`src/rtl/ahb_mem_slave_ctrl_if.sv`:
```
// AHB-Lite bus bundle between one master port and the memory slave controller.
interface ahb_mem_slave_ctrl_if;
  logic        hsel;
  logic [31:0] haddr;
  logic [1:0]  htrans;
  logic        hwrite;
  logic [2:0]  hsize;
  logic [3:0]  hprot;
  logic [31:0] hwdata;
  logic        hready_in;
  logic        hready_out;
  logic        hresp;
  logic [31:0] hrdata;

  modport master (
    output hsel, haddr, htrans, hwrite, hsize, hprot, hwdata, hready_in,
    input  hready_out, hresp, hrdata
  );

  modport slave (
    input  hsel, haddr, htrans, hwrite, hsize, hprot, hwdata, hready_in,
    output hready_out, hresp, hrdata
  );
endinterface

```
`src/rtl/ahb_mem_slave_ctrl.sv`:
```
// AHB-Lite slave controller in front of the on-chip ROM and RAM macros.
// Address phase is decoded and latched on the accept edge; the data phase
// lasts W+1 cycles (W wait cycles) and illegal accesses get the two-cycle
// ERROR response without touching either memory.
module ahb_mem_slave_ctrl #(
  parameter logic [7:0]  ROM_REGION = 8'hA0,
  parameter logic [7:0]  RAM_REGION = 8'hB0,
  parameter int unsigned ROM_AW     = 24,
  parameter int unsigned RAM_AW     = 24,
  parameter int unsigned ROM_WAIT   = 2,
  parameter int unsigned RAM_WAIT   = 2
) (
  input  logic                  clk,
  input  logic                  reset,
  ahb_mem_slave_ctrl_if.slave   bus,
  output logic                  rom_rd_en,
  output logic [ROM_AW-1:0]     rom_addr,
  input  logic [31:0]           rom_rdata,
  output logic                  ram_rd_en,
  output logic                  ram_wr_en,
  output logic [3:0]            ram_be,
  output logic [RAM_AW-1:0]     ram_addr,
  output logic [31:0]           ram_wdata,
  input  logic [31:0]           ram_rdata
);

  typedef enum logic [2:0] {
    ST_IDLE = 3'd0,
    ST_WAIT = 3'd1,
    ST_LAST = 3'd2,
    ST_ERR1 = 3'd3,
    ST_ERR2 = 3'd4
  } state_t;

  // Counter load values: the counter runs W-1 down to 0, giving W wait cycles.
  localparam logic [3:0] ROM_CNT = 4'(ROM_WAIT - 1);
  localparam logic [3:0] RAM_CNT = 4'(RAM_WAIT - 1);

  // Byte lanes touched by an access of the given size at the given low address bits.
  function automatic logic [3:0] lane_enables(input logic [2:0] size, input logic [1:0] lsb);
    logic [3:0] be;
    case (size)
      3'd0:    be = 4'b0001 << lsb;
      3'd1:    be = lsb[1] ? 4'b1100 : 4'b0011;
      default: be = 4'b1111;
    endcase
    return be;
  endfunction

  // Any decode-time reason the access must be answered with ERROR.
  function automatic logic access_error(input logic is_rom, input logic is_ram,
                                        input logic write, input logic [2:0] size,
                                        input logic [1:0] lsb);
    logic misalign;
    case (size)
      3'd0:    misalign = 1'b0;
      3'd1:    misalign = lsb[0];
      3'd2:    misalign = (lsb != 2'b00);
      default: misalign = 1'b1;
    endcase
    return (~is_rom & ~is_ram) | (is_rom & write) | misalign;
  endfunction

  state_t              state_q, state_d;
  logic [3:0]          cnt_q, cnt_d;
  logic                rom_sel_q, rom_sel_d;
  logic                write_q, write_d;
  logic [ROM_AW-1:0]   rom_addr_q, rom_addr_d;
  logic [RAM_AW-1:0]   ram_addr_q, ram_addr_d;
  logic [3:0]          be_q, be_d;
  logic                rom_rd_en_q, rom_rd_en_d;
  logic                ram_rd_en_q, ram_rd_en_d;
  logic                ram_wr_en_q, ram_wr_en_d;
  logic                hready_q, hready_d;
  logic                hresp_q, hresp_d;

  logic                accept_s;
  logic                is_rom_s;
  logic                is_ram_s;
  logic                err_s;
  logic [3:0]          be_s;
  logic                unused_s;

  // hprot is carried on the bus but has no meaning for these memories.
  assign unused_s = ^bus.hprot;

  // Address-phase decode of the current bus request.
  always_comb begin
    accept_s = bus.hsel & bus.htrans[1] & bus.hready_in;
    is_rom_s = (bus.haddr[31:24] == ROM_REGION);
    is_ram_s = (bus.haddr[31:24] == RAM_REGION);
    err_s    = access_error(is_rom_s, is_ram_s, bus.hwrite, bus.hsize, bus.haddr[1:0]);
    be_s     = lane_enables(bus.hsize, bus.haddr[1:0]);
  end

  // Next-state, latched-request and registered-output computation.
  always_comb begin
    state_d     = state_q;
    cnt_d       = cnt_q;
    rom_sel_d   = rom_sel_q;
    write_d     = write_q;
    rom_addr_d  = rom_addr_q;
    ram_addr_d  = ram_addr_q;
    be_d        = be_q;
    rom_rd_en_d = 1'b0;
    ram_rd_en_d = 1'b0;
    ram_wr_en_d = 1'b0;
    hready_d    = 1'b1;
    hresp_d     = 1'b0;

    case (state_q)
      // IDLE, LAST and ERR2 all end with HREADY high, so each may take a new transfer.
      ST_IDLE, ST_LAST, ST_ERR2: begin
        if (accept_s) begin
          if (err_s) begin
            state_d = ST_ERR1;
          end else begin
            state_d   = ST_WAIT;
            write_d   = bus.hwrite;
            rom_sel_d = is_rom_s;
            if (is_rom_s) begin
              cnt_d       = ROM_CNT;
              rom_addr_d  = bus.haddr[ROM_AW-1:0];
              rom_rd_en_d = 1'b1;
            end else begin
              cnt_d       = RAM_CNT;
              ram_addr_d  = bus.haddr[RAM_AW-1:0];
              be_d        = be_s;
              ram_rd_en_d = ~bus.hwrite;
            end
          end
        end else begin
          state_d = ST_IDLE;
        end
      end
      ST_WAIT: begin
        if (cnt_q == 4'd0) begin
          state_d     = ST_LAST;
          ram_wr_en_d = write_q & ~rom_sel_q;
        end else begin
          cnt_d = cnt_q - 4'd1;
        end
      end
      ST_ERR1: begin
        state_d = ST_ERR2;
      end
      default: begin
        state_d = ST_IDLE;
      end
    endcase

    case (state_d)
      ST_WAIT: begin
        hready_d = 1'b0;
        hresp_d  = 1'b0;
      end
      ST_ERR1: begin
        hready_d = 1'b0;
        hresp_d  = 1'b1;
      end
      ST_ERR2: begin
        hready_d = 1'b1;
        hresp_d  = 1'b1;
      end
      default: begin
        hready_d = 1'b1;
        hresp_d  = 1'b0;
      end
    endcase
  end

  // State and output registers; reset abandons any transfer in flight.
  always_ff @(posedge clk or posedge reset) begin
    if (reset) begin
      state_q     <= ST_IDLE;
      cnt_q       <= 4'd0;
      rom_sel_q   <= 1'b0;
      write_q     <= 1'b0;
      rom_addr_q  <= '0;
      ram_addr_q  <= '0;
      be_q        <= 4'b0000;
      rom_rd_en_q <= 1'b0;
      ram_rd_en_q <= 1'b0;
      ram_wr_en_q <= 1'b0;
      hready_q    <= 1'b1;
      hresp_q     <= 1'b0;
    end else begin
      state_q     <= state_d;
      cnt_q       <= cnt_d;
      rom_sel_q   <= rom_sel_d;
      write_q     <= write_d;
      rom_addr_q  <= rom_addr_d;
      ram_addr_q  <= ram_addr_d;
      be_q        <= be_d;
      rom_rd_en_q <= rom_rd_en_d;
      ram_rd_en_q <= ram_rd_en_d;
      ram_wr_en_q <= ram_wr_en_d;
      hready_q    <= hready_d;
      hresp_q     <= hresp_d;
    end
  end

  assign rom_rd_en      = rom_rd_en_q;
  assign rom_addr       = rom_addr_q;
  assign ram_rd_en      = ram_rd_en_q;
  assign ram_wr_en      = ram_wr_en_q;
  assign ram_be         = be_q;
  assign ram_addr       = ram_addr_q;
  // hwdata is only guaranteed stable in the last data-phase cycle, which is
  // exactly when ram_wr_en is high, so it passes straight through.
  assign ram_wdata      = bus.hwdata;
  assign bus.hready_out = hready_q;
  assign bus.hresp      = hresp_q;
  assign bus.hrdata     = (state_q == ST_LAST && !write_q) ?
                          (rom_sel_q ? rom_rdata : ram_rdata) : 32'h0000_0000;

endmodule

```
`src/flat_wrapper.sv`:
```
// flat-port wrapper written by rule: the top's interface ports become plain ports
module ahb_mem_slave_ctrl_flat 
#(
  parameter logic [7:0]  ROM_REGION = 8'hA0,
  parameter logic [7:0]  RAM_REGION = 8'hB0,
  parameter int unsigned ROM_AW     = 24,
  parameter int unsigned RAM_AW     = 24,
  parameter int unsigned ROM_WAIT   = 2,
  parameter int unsigned RAM_WAIT   = 2
)
  (clk, reset, rom_rd_en, rom_addr, rom_rdata, ram_rd_en, ram_wr_en, ram_be, ram_addr, ram_wdata, ram_rdata, bus_hsel, bus_haddr, bus_htrans, bus_hwrite, bus_hsize, bus_hprot, bus_hwdata, bus_hready_in, bus_hready_out, bus_hresp, bus_hrdata);
  ahb_mem_slave_ctrl_if bus_i ();
  input  logic clk;
  input  logic reset;
  output logic rom_rd_en;
  output logic [ROM_AW-1:0] rom_addr;
  input  logic [31:0] rom_rdata;
  output logic ram_rd_en;
  output logic ram_wr_en;
  output logic [3:0] ram_be;
  output logic [RAM_AW-1:0] ram_addr;
  output logic [31:0] ram_wdata;
  input  logic [31:0] ram_rdata;
  input wire logic [$bits(bus_i.hsel)-1:0] bus_hsel;
  input wire logic [$bits(bus_i.haddr)-1:0] bus_haddr;
  input wire logic [$bits(bus_i.htrans)-1:0] bus_htrans;
  input wire logic [$bits(bus_i.hwrite)-1:0] bus_hwrite;
  input wire logic [$bits(bus_i.hsize)-1:0] bus_hsize;
  input wire logic [$bits(bus_i.hprot)-1:0] bus_hprot;
  input wire logic [$bits(bus_i.hwdata)-1:0] bus_hwdata;
  input wire logic [$bits(bus_i.hready_in)-1:0] bus_hready_in;
  output wire logic [$bits(bus_i.hready_out)-1:0] bus_hready_out;
  output wire logic [$bits(bus_i.hresp)-1:0] bus_hresp;
  output wire logic [$bits(bus_i.hrdata)-1:0] bus_hrdata;
  assign bus_i.hsel = bus_hsel;
  assign bus_i.haddr = bus_haddr;
  assign bus_i.htrans = bus_htrans;
  assign bus_i.hwrite = bus_hwrite;
  assign bus_i.hsize = bus_hsize;
  assign bus_i.hprot = bus_hprot;
  assign bus_i.hwdata = bus_hwdata;
  assign bus_i.hready_in = bus_hready_in;
  assign bus_hready_out = bus_i.hready_out;
  assign bus_hresp = bus_i.hresp;
  assign bus_hrdata = bus_i.hrdata;
  ahb_mem_slave_ctrl #(.ROM_REGION(ROM_REGION), .RAM_REGION(RAM_REGION), .ROM_AW(ROM_AW), .RAM_AW(RAM_AW), .ROM_WAIT(ROM_WAIT), .RAM_WAIT(RAM_WAIT)) u_core (.clk(clk), .reset(reset), .bus(bus_i), .rom_rd_en(rom_rd_en), .rom_addr(rom_addr), .rom_rdata(rom_rdata), .ram_rd_en(ram_rd_en), .ram_wr_en(ram_wr_en), .ram_be(ram_be), .ram_addr(ram_addr), .ram_wdata(ram_wdata), .ram_rdata(ram_rdata));
endmodule
```
`config.mk`:
```
export PLATFORM = sky130hd
export DESIGN_NAME = ahb_mem_slave_ctrl_flat
export DESIGN_NICKNAME = d
export VERILOG_FILES = /design/src/rtl/ahb_mem_slave_ctrl_if.sv /design/src/rtl/ahb_mem_slave_ctrl.sv /design/src/flat_wrapper.sv
export SDC_FILE = /design/constraint.sdc
export NUM_CORES = 1
export LEC_CHECK = 0
export BUFFER_PORTS_ARGS = -buffer_cell sky130_fd_sc_hd__buf_4
export CORE_AREA = 2 2 143 103
export CTS_CLUSTER_DIAMETER = 30
export DETAILED_ROUTE_END_ITERATION = 16
export DIE_AREA = 0 0 145 105
export PLACE_DENSITY = 0.6
export REMOVE_ABC_BUFFERS = 1
export SETUP_SLACK_MARGIN = 0.4
export SLEW_MARGIN = 20
export SYNTH_ARGS = -nofsm -noshare
export SYNTH_HDL_FRONTEND = slang
export SYNTH_SLANG_ARGS = --single-unit
```
`constraint.sdc`:
```
create_clock -name clk -period 1.91 [get_ports clk]
set_input_delay 0.191 -clock clk [delete_from_list [all_inputs] [get_ports clk]]
set_output_delay 0.191 -clock clk [all_outputs]
set_load 0.05 [all_outputs]
```
; ---- Yosys cells after proc, flatten, opt, wreduce, memory -nomap -nowiden
; Cells that the tools add are included.
[totals]
register_bits = 66
inputBits = 142
out_inout_bits = 121
word_cells = 79
[op_classes]
n_addsub = 1
n_eq_ne = 14
shifts = 1
n_mux = 25
n_bitwise = 12
n_reduce_logical = 14
[op_table]
columns = op, count
row1 = 2-to-1 mux 32 bit, 2
row2 = == test 8 bit (second input constant), 2
row3 = 2-to-1 mux 4 bit, 4
row4 = one-hot mux 4 bit (2 select lines), 2
row5 = == test 3 x 2 -> 1 bit (second input constant), 4
row6 = 2-to-1 mux 1 bit, 12
row7 = AND reduction 4 bit, 3
row8 = == test 3 x 1 -> 1 bit (second input constant), 3
row9 = one-hot mux 3 bit (3 select lines), 1
row10 = == test 3 bit (second input constant), 2
row11 = zero test 3 bit, 2
row12 = AND 1 bit, 5
row13 = NOT 1 bit, 5
row14 = zero test 4 bit, 1
row15 = 2-to-1 mux 2 bit, 2
row16 = inequality test 2 bit (second input constant), 2
row17 = nonzero test 2 bit, 2
row18 = OR reduction 2 bit, 2
row19 = << shifter 1 x 2 -> 4 bit (first input constant), 1
row20 = subtractor 4 x 1 -> 4 bit (second input constant), 1
row21 = 2-to-1 mux 3 bit, 1
row22 = one-hot mux 1 bit (3 select lines), 1
row23 = AND reduction 3 bit, 1
row24 = OR reduction 3 bit, 1
row25 = other kinds (4), 5

; ---- Longest topological paths before layout
[depth]
ltp_word = 11
ltp_mapped = 6
ltp_nobuf = 6

; ---- Worst setup path after synthesis
; OpenSTA, ideal clock, no wires.
[synth_path]
path_type = reg-to-output
from = register u_core.state_q[2]
to = output bus_hrdata[10]
t_arrival_ns = 2.062
t_required_ns = 1.719
slack_ns = -0.343
path_stages_with_launch = 5
path_buffers = 2
cell_sequence = dfrtp_1 > or4b_2 > clkbuf_1 > clkbuf_1 > nor2_1
[synth_between]
elab_chain_cells = 3
[synth_rtl]
columns = element, line_no
row1 = start: declaration, ahb_mem_slave_ctrl.sv:64  ; state_t state_q, state_d;
row2 = start signal: assignment, ahb_mem_slave_ctrl.sv:188  ; state_q <= state_d;
row3 = == test 3 x 2 -> 1 bit, ahb_mem_slave_ctrl.sv:214  ; assign bus.hrdata = (state_q == ST_LAST && !write_q) ?
row4 = logical AND 1 bit, ahb_mem_slave_ctrl.sv:214
row5 = 2-to-1 mux 32 bit, ahb_mem_slave_ctrl.sv:214
row6 = end: declaration, flat_wrapper.sv:34  ; output wire logic [$bits(bus_i.hrdata)-1:0] bus_hrdata;
; Every way passes these cells.

; ---- Worst setup path after layout
[layout_path]
from = register u_core.state_q[0]
to = register u_core.ram_addr_q[19], in the netlist u_core.ram_addr[19]
[layout_between]
elab_chain_cells = 3
word_cells_on_any_way = 5
classes_between = 2 x eq/ne / 3 x reduce/logical
[layout_rtl]
columns = element, line_no
row1 = == test 3 bit (tied with other cells), ahb_mem_slave_ctrl.sv:111  ; case (state_q)
row2 = OR reduction 3 bit (*), ahb_mem_slave_ctrl.sv:111
row3 = AND reduction 4 bit (no line) (*), --
row4 = end signal: assignment, ahb_mem_slave_ctrl.sv:193  ; ram_addr_q <= ram_addr_d;
row5 = end: declaration, ahb_mem_slave_ctrl.sv:69  ; logic [RAM_AW-1:0] ram_addr_q, ram_addr_d;
; Mark *: on every way between the ends. The rest lies on a longest branch, timed or not.
; A chain may end at the register's enable or synchronous reset.

==> reports/summary.txt <==
status: finished with violations
failing checks: negative setup slack
critical path class: flip-flop to flip-flop
largest cells by area after synthesis: dfrtp_1 (48%), mux2_2 (15%), mux2i_1 (9.4%), buf_4 (7.1%), mux2_4 (4.0%)
CP dominant cell by count: buf_12
CTS clock-pin slew for the worst setup and hold paths: 0.06 ns
post-route setup slack: -0.2073 ns
area leader, netlist: dfrtp_1
share of flip-flops with an asynchronous set or reset: 100.0%
Synth Area in XOR/XNOR: 0.7715%
worst-path cell chain: nand4b_1 -> a21o_1 -> buf_6 -> or3_4 -> buf_12 -> buf_12 -> mux2_4
row count: 36
Initial Util: 24.79%
CTS tree: done
setup TNS: -13.87 ns
worst-case clock buffer depth: 2
Avg Cell Area, Syn: 12.08 sq um
Ys Warns: 0
via/cell ratio: 4.371
Power Density: 754.8 nW/um^2
Avg WL per Cell: 21.27 um
register bit total from synthesis: 66
Core Util, Final: 43.83%
Req. time, crit path: 2.12 ns
placed cell areas: 4962 sq um
Achievable Freq: 0.4723 GHz
Die Height: 105 um
CP max stage delay: 0.41 ns
DIE AREA: 15230 sq um
Max VDD drop: 0.4524 mV
actual slew at the worst max-slew pin: 0.5205 ns
core area: 13740 sq um
Design Area, Final: 6022 sq um
# setup viols final: 84
dpl hpwl: 10300 um
Post-synth EDFFs: 0
Overflow after GRT: 0
sequential area share after synthesis: 48.53%
ys flop type: dfrtp_1
crit end category: flip-flop
Slew HR: 65.25%
post-synthesis simple-gate area fraction: 9.846%
pin count of the biggest net entering global routing: 45
Port-buffer cells: 193
Slew Limit Fails: 0
Post-layout nets: 621
area share of fa/ha/maj cells after synthesis: 0.7348%
IO Count: 263
first-pass GRT wire length: 20860 um
Fin Hold WS: 0.08705 ns
multiplexer share of the synthesized area: 27.92%
slowest stage cell on the critical path: or3_4
unrepaired setup endpoints after global routing: yes
synth-to-layout area growth: 76.82%
DRC Markers: 0
Post-Synthesis Cells: 282
min-delay worst type: input pin to flip-flop
Max-Cap Viols: 0
DR iter-0 viols: 139
number of antenna-violating nets in the routed design: 0
clock sinks: 66
Root Driver: clkbuf_16
distinct cell type count after synthesis: 36
Mapped Area: 3406 sq um
vias in the first global route: 3176
Leak: 2.981 nW
drt first pass iters: 4
CTS Buf Count: 9
layout cells sized above 1: 70.95%
Vias: 2946
Worst-Skew Late Latency: 0.32 ns
Post-Route WL: 14340 um
GRT Overall Usage: 18.70%
Compound-Gate Fraction of Synth Area: 2.388%
Final Skew: 0.005089 ns
Worst EP arrival: 2.32 ns
H-tree depth: 3
main combinational cell family by area after synthesis: multiplexers
Hold Vio Cnt, Final: 0
Setup crit start kind: flip-flop
Die W: 145 um
initial antenna violation count: 2
Synth top area share: 47.76%
Worst Path Max Fanout: 5
Placer Congestion: 0.7723
fin crit period: 2.117 ns
Final period util: 110.9%
[metal layers]
layer  track usage [%]  share of wire (%)  vias up
met1             22.52                 42     1464
met4             4.880                1.3        2
met3             12.31                 12       16
met2             26.77                 44      130
li1                  -                  -     1334
met5             6.333               0.64        -
[state kept, by name, summed over array words and instances (netlist names)]
signal and count:
u_core.state_q 3, u_core.cnt_q 4, u_core.ram_addr 24, u_core.ram_wr_en 1, u_core.bus.hresp 1, u_core.rom_addr 24, u_core.write_q 1, u_core.ram_be 4
u_core.rom_sel_q 1, u_core.ram_rd_en 1, u_core.bus.hready_out 1, u_core.rom_rd_en 1
[layout make-up]
| class | instances | area [sq um] |
|---|---|---|
| timing repair buffer | 229 | 2120 |
| sequential | 66 | 1654 |
| fill | 1305 | 7716 |
| clock inverter | 5 | 77.57 |
| inverter | 7 | 26.28 |
| multi-input combinational | 164 | 1659 |
| clock buffer | 11 | 242.7 |
| antenna | 2 | 5.005 |
| tap | 190 | 237.7 |
[cells in the mapped netlist (3+ instances only)]
library cell and count:
mux2_4 9, buf_2 3, nand2_1 4, mux2i_1 32, buf_4 32, mux2_2 44
inv_1 7, nor2_1 36, a21oi_1 4, dfrtp_1 65, clkbuf_1 6, o21ai_0 5
[metrics by stage]
stage	power, mW	instances	setup WS [ns]
CTS	4.561	667	-0.1888
global placement	2.554	635	-0.03993
floorplan	2.131	237	-0.3892
finish	4.545	674	-0.2073
detailed placement	2.583	635	-0.08733
global route	4.763	674	-0.2400
[kinds of logic after synthesis]
logic type	Yosys count
AND/OR/NAND/NOR	62
multiplexers	85
buffers and inverters	52
flip-flops	66
AO/OA/AOI/OAI	12
XOR/XNOR	3
adder cells (fa/ha/maj)	2
[worst max-delay path, delay by kind of cell, from the launching register on]
kind                   cells  cell delay (ns)
and+or+nand+nor            2             0.66
buffers and inverters      3             0.43
DFF                        1             0.37
muxes                      1             0.29
AOI/OAI and AO/OA          1             0.25
[path summary, 6_finish.rpt]
check	start	end	slack, ns	cells after the start
setup / recovery	u_core.state_q[0]	u_core.ram_addr[19]	-0.21	7
hold / removal	bus_haddr[28]	u_core.rom_rd_en	0.09	2
setup reg to reg	u_core.state_q[0]	u_core.ram_addr[19]	-0.21	7
hold reg to reg	u_core.rom_addr[18]	u_core.rom_addr[18]	0.51	1
max in group asynchronous	reset	u_core.rom_sel_q	0.81	4
min in group asynchronous	reset	u_core.rom_addr[22]	0.47	3
[report_power, final]
part | total, mW | internal (mW) | switching (mW)
clock network | 1.77 | 1.17 | 0.600
logic | 1.23 | 0.551 | 0.677
registers | 1.54 | 1.49 | 0.0565
[layout by cell type (no fill, tap or decap), drive strengths merged, types with 2 or more instances in the layout]
cell / n
nor3: 3
dfrtp: 65
nor3b: 2
ha: 2
nand3: 2
mux2: 53
o21ai: 5
mux2i: 32
nor2: 36
a21oi: 4
buf: 228
clkbuf: 11
nor4: 4
bufinv: 2
inv: 7
xor2: 2
nand2: 4
diode: 2
clkinv: 2
nand2b: 2
nor2b: 2
[what timing repair did]
item,CTS,global route
setup endpoints to repair,92,94
hold buffers,1,0
buffers inserted,7,5
endpoints found under the hold margin,21,0
gates cloned,8,0
pin swaps,1,2
gates resized for setup,89,25
(Power assumes the default switching activity.)
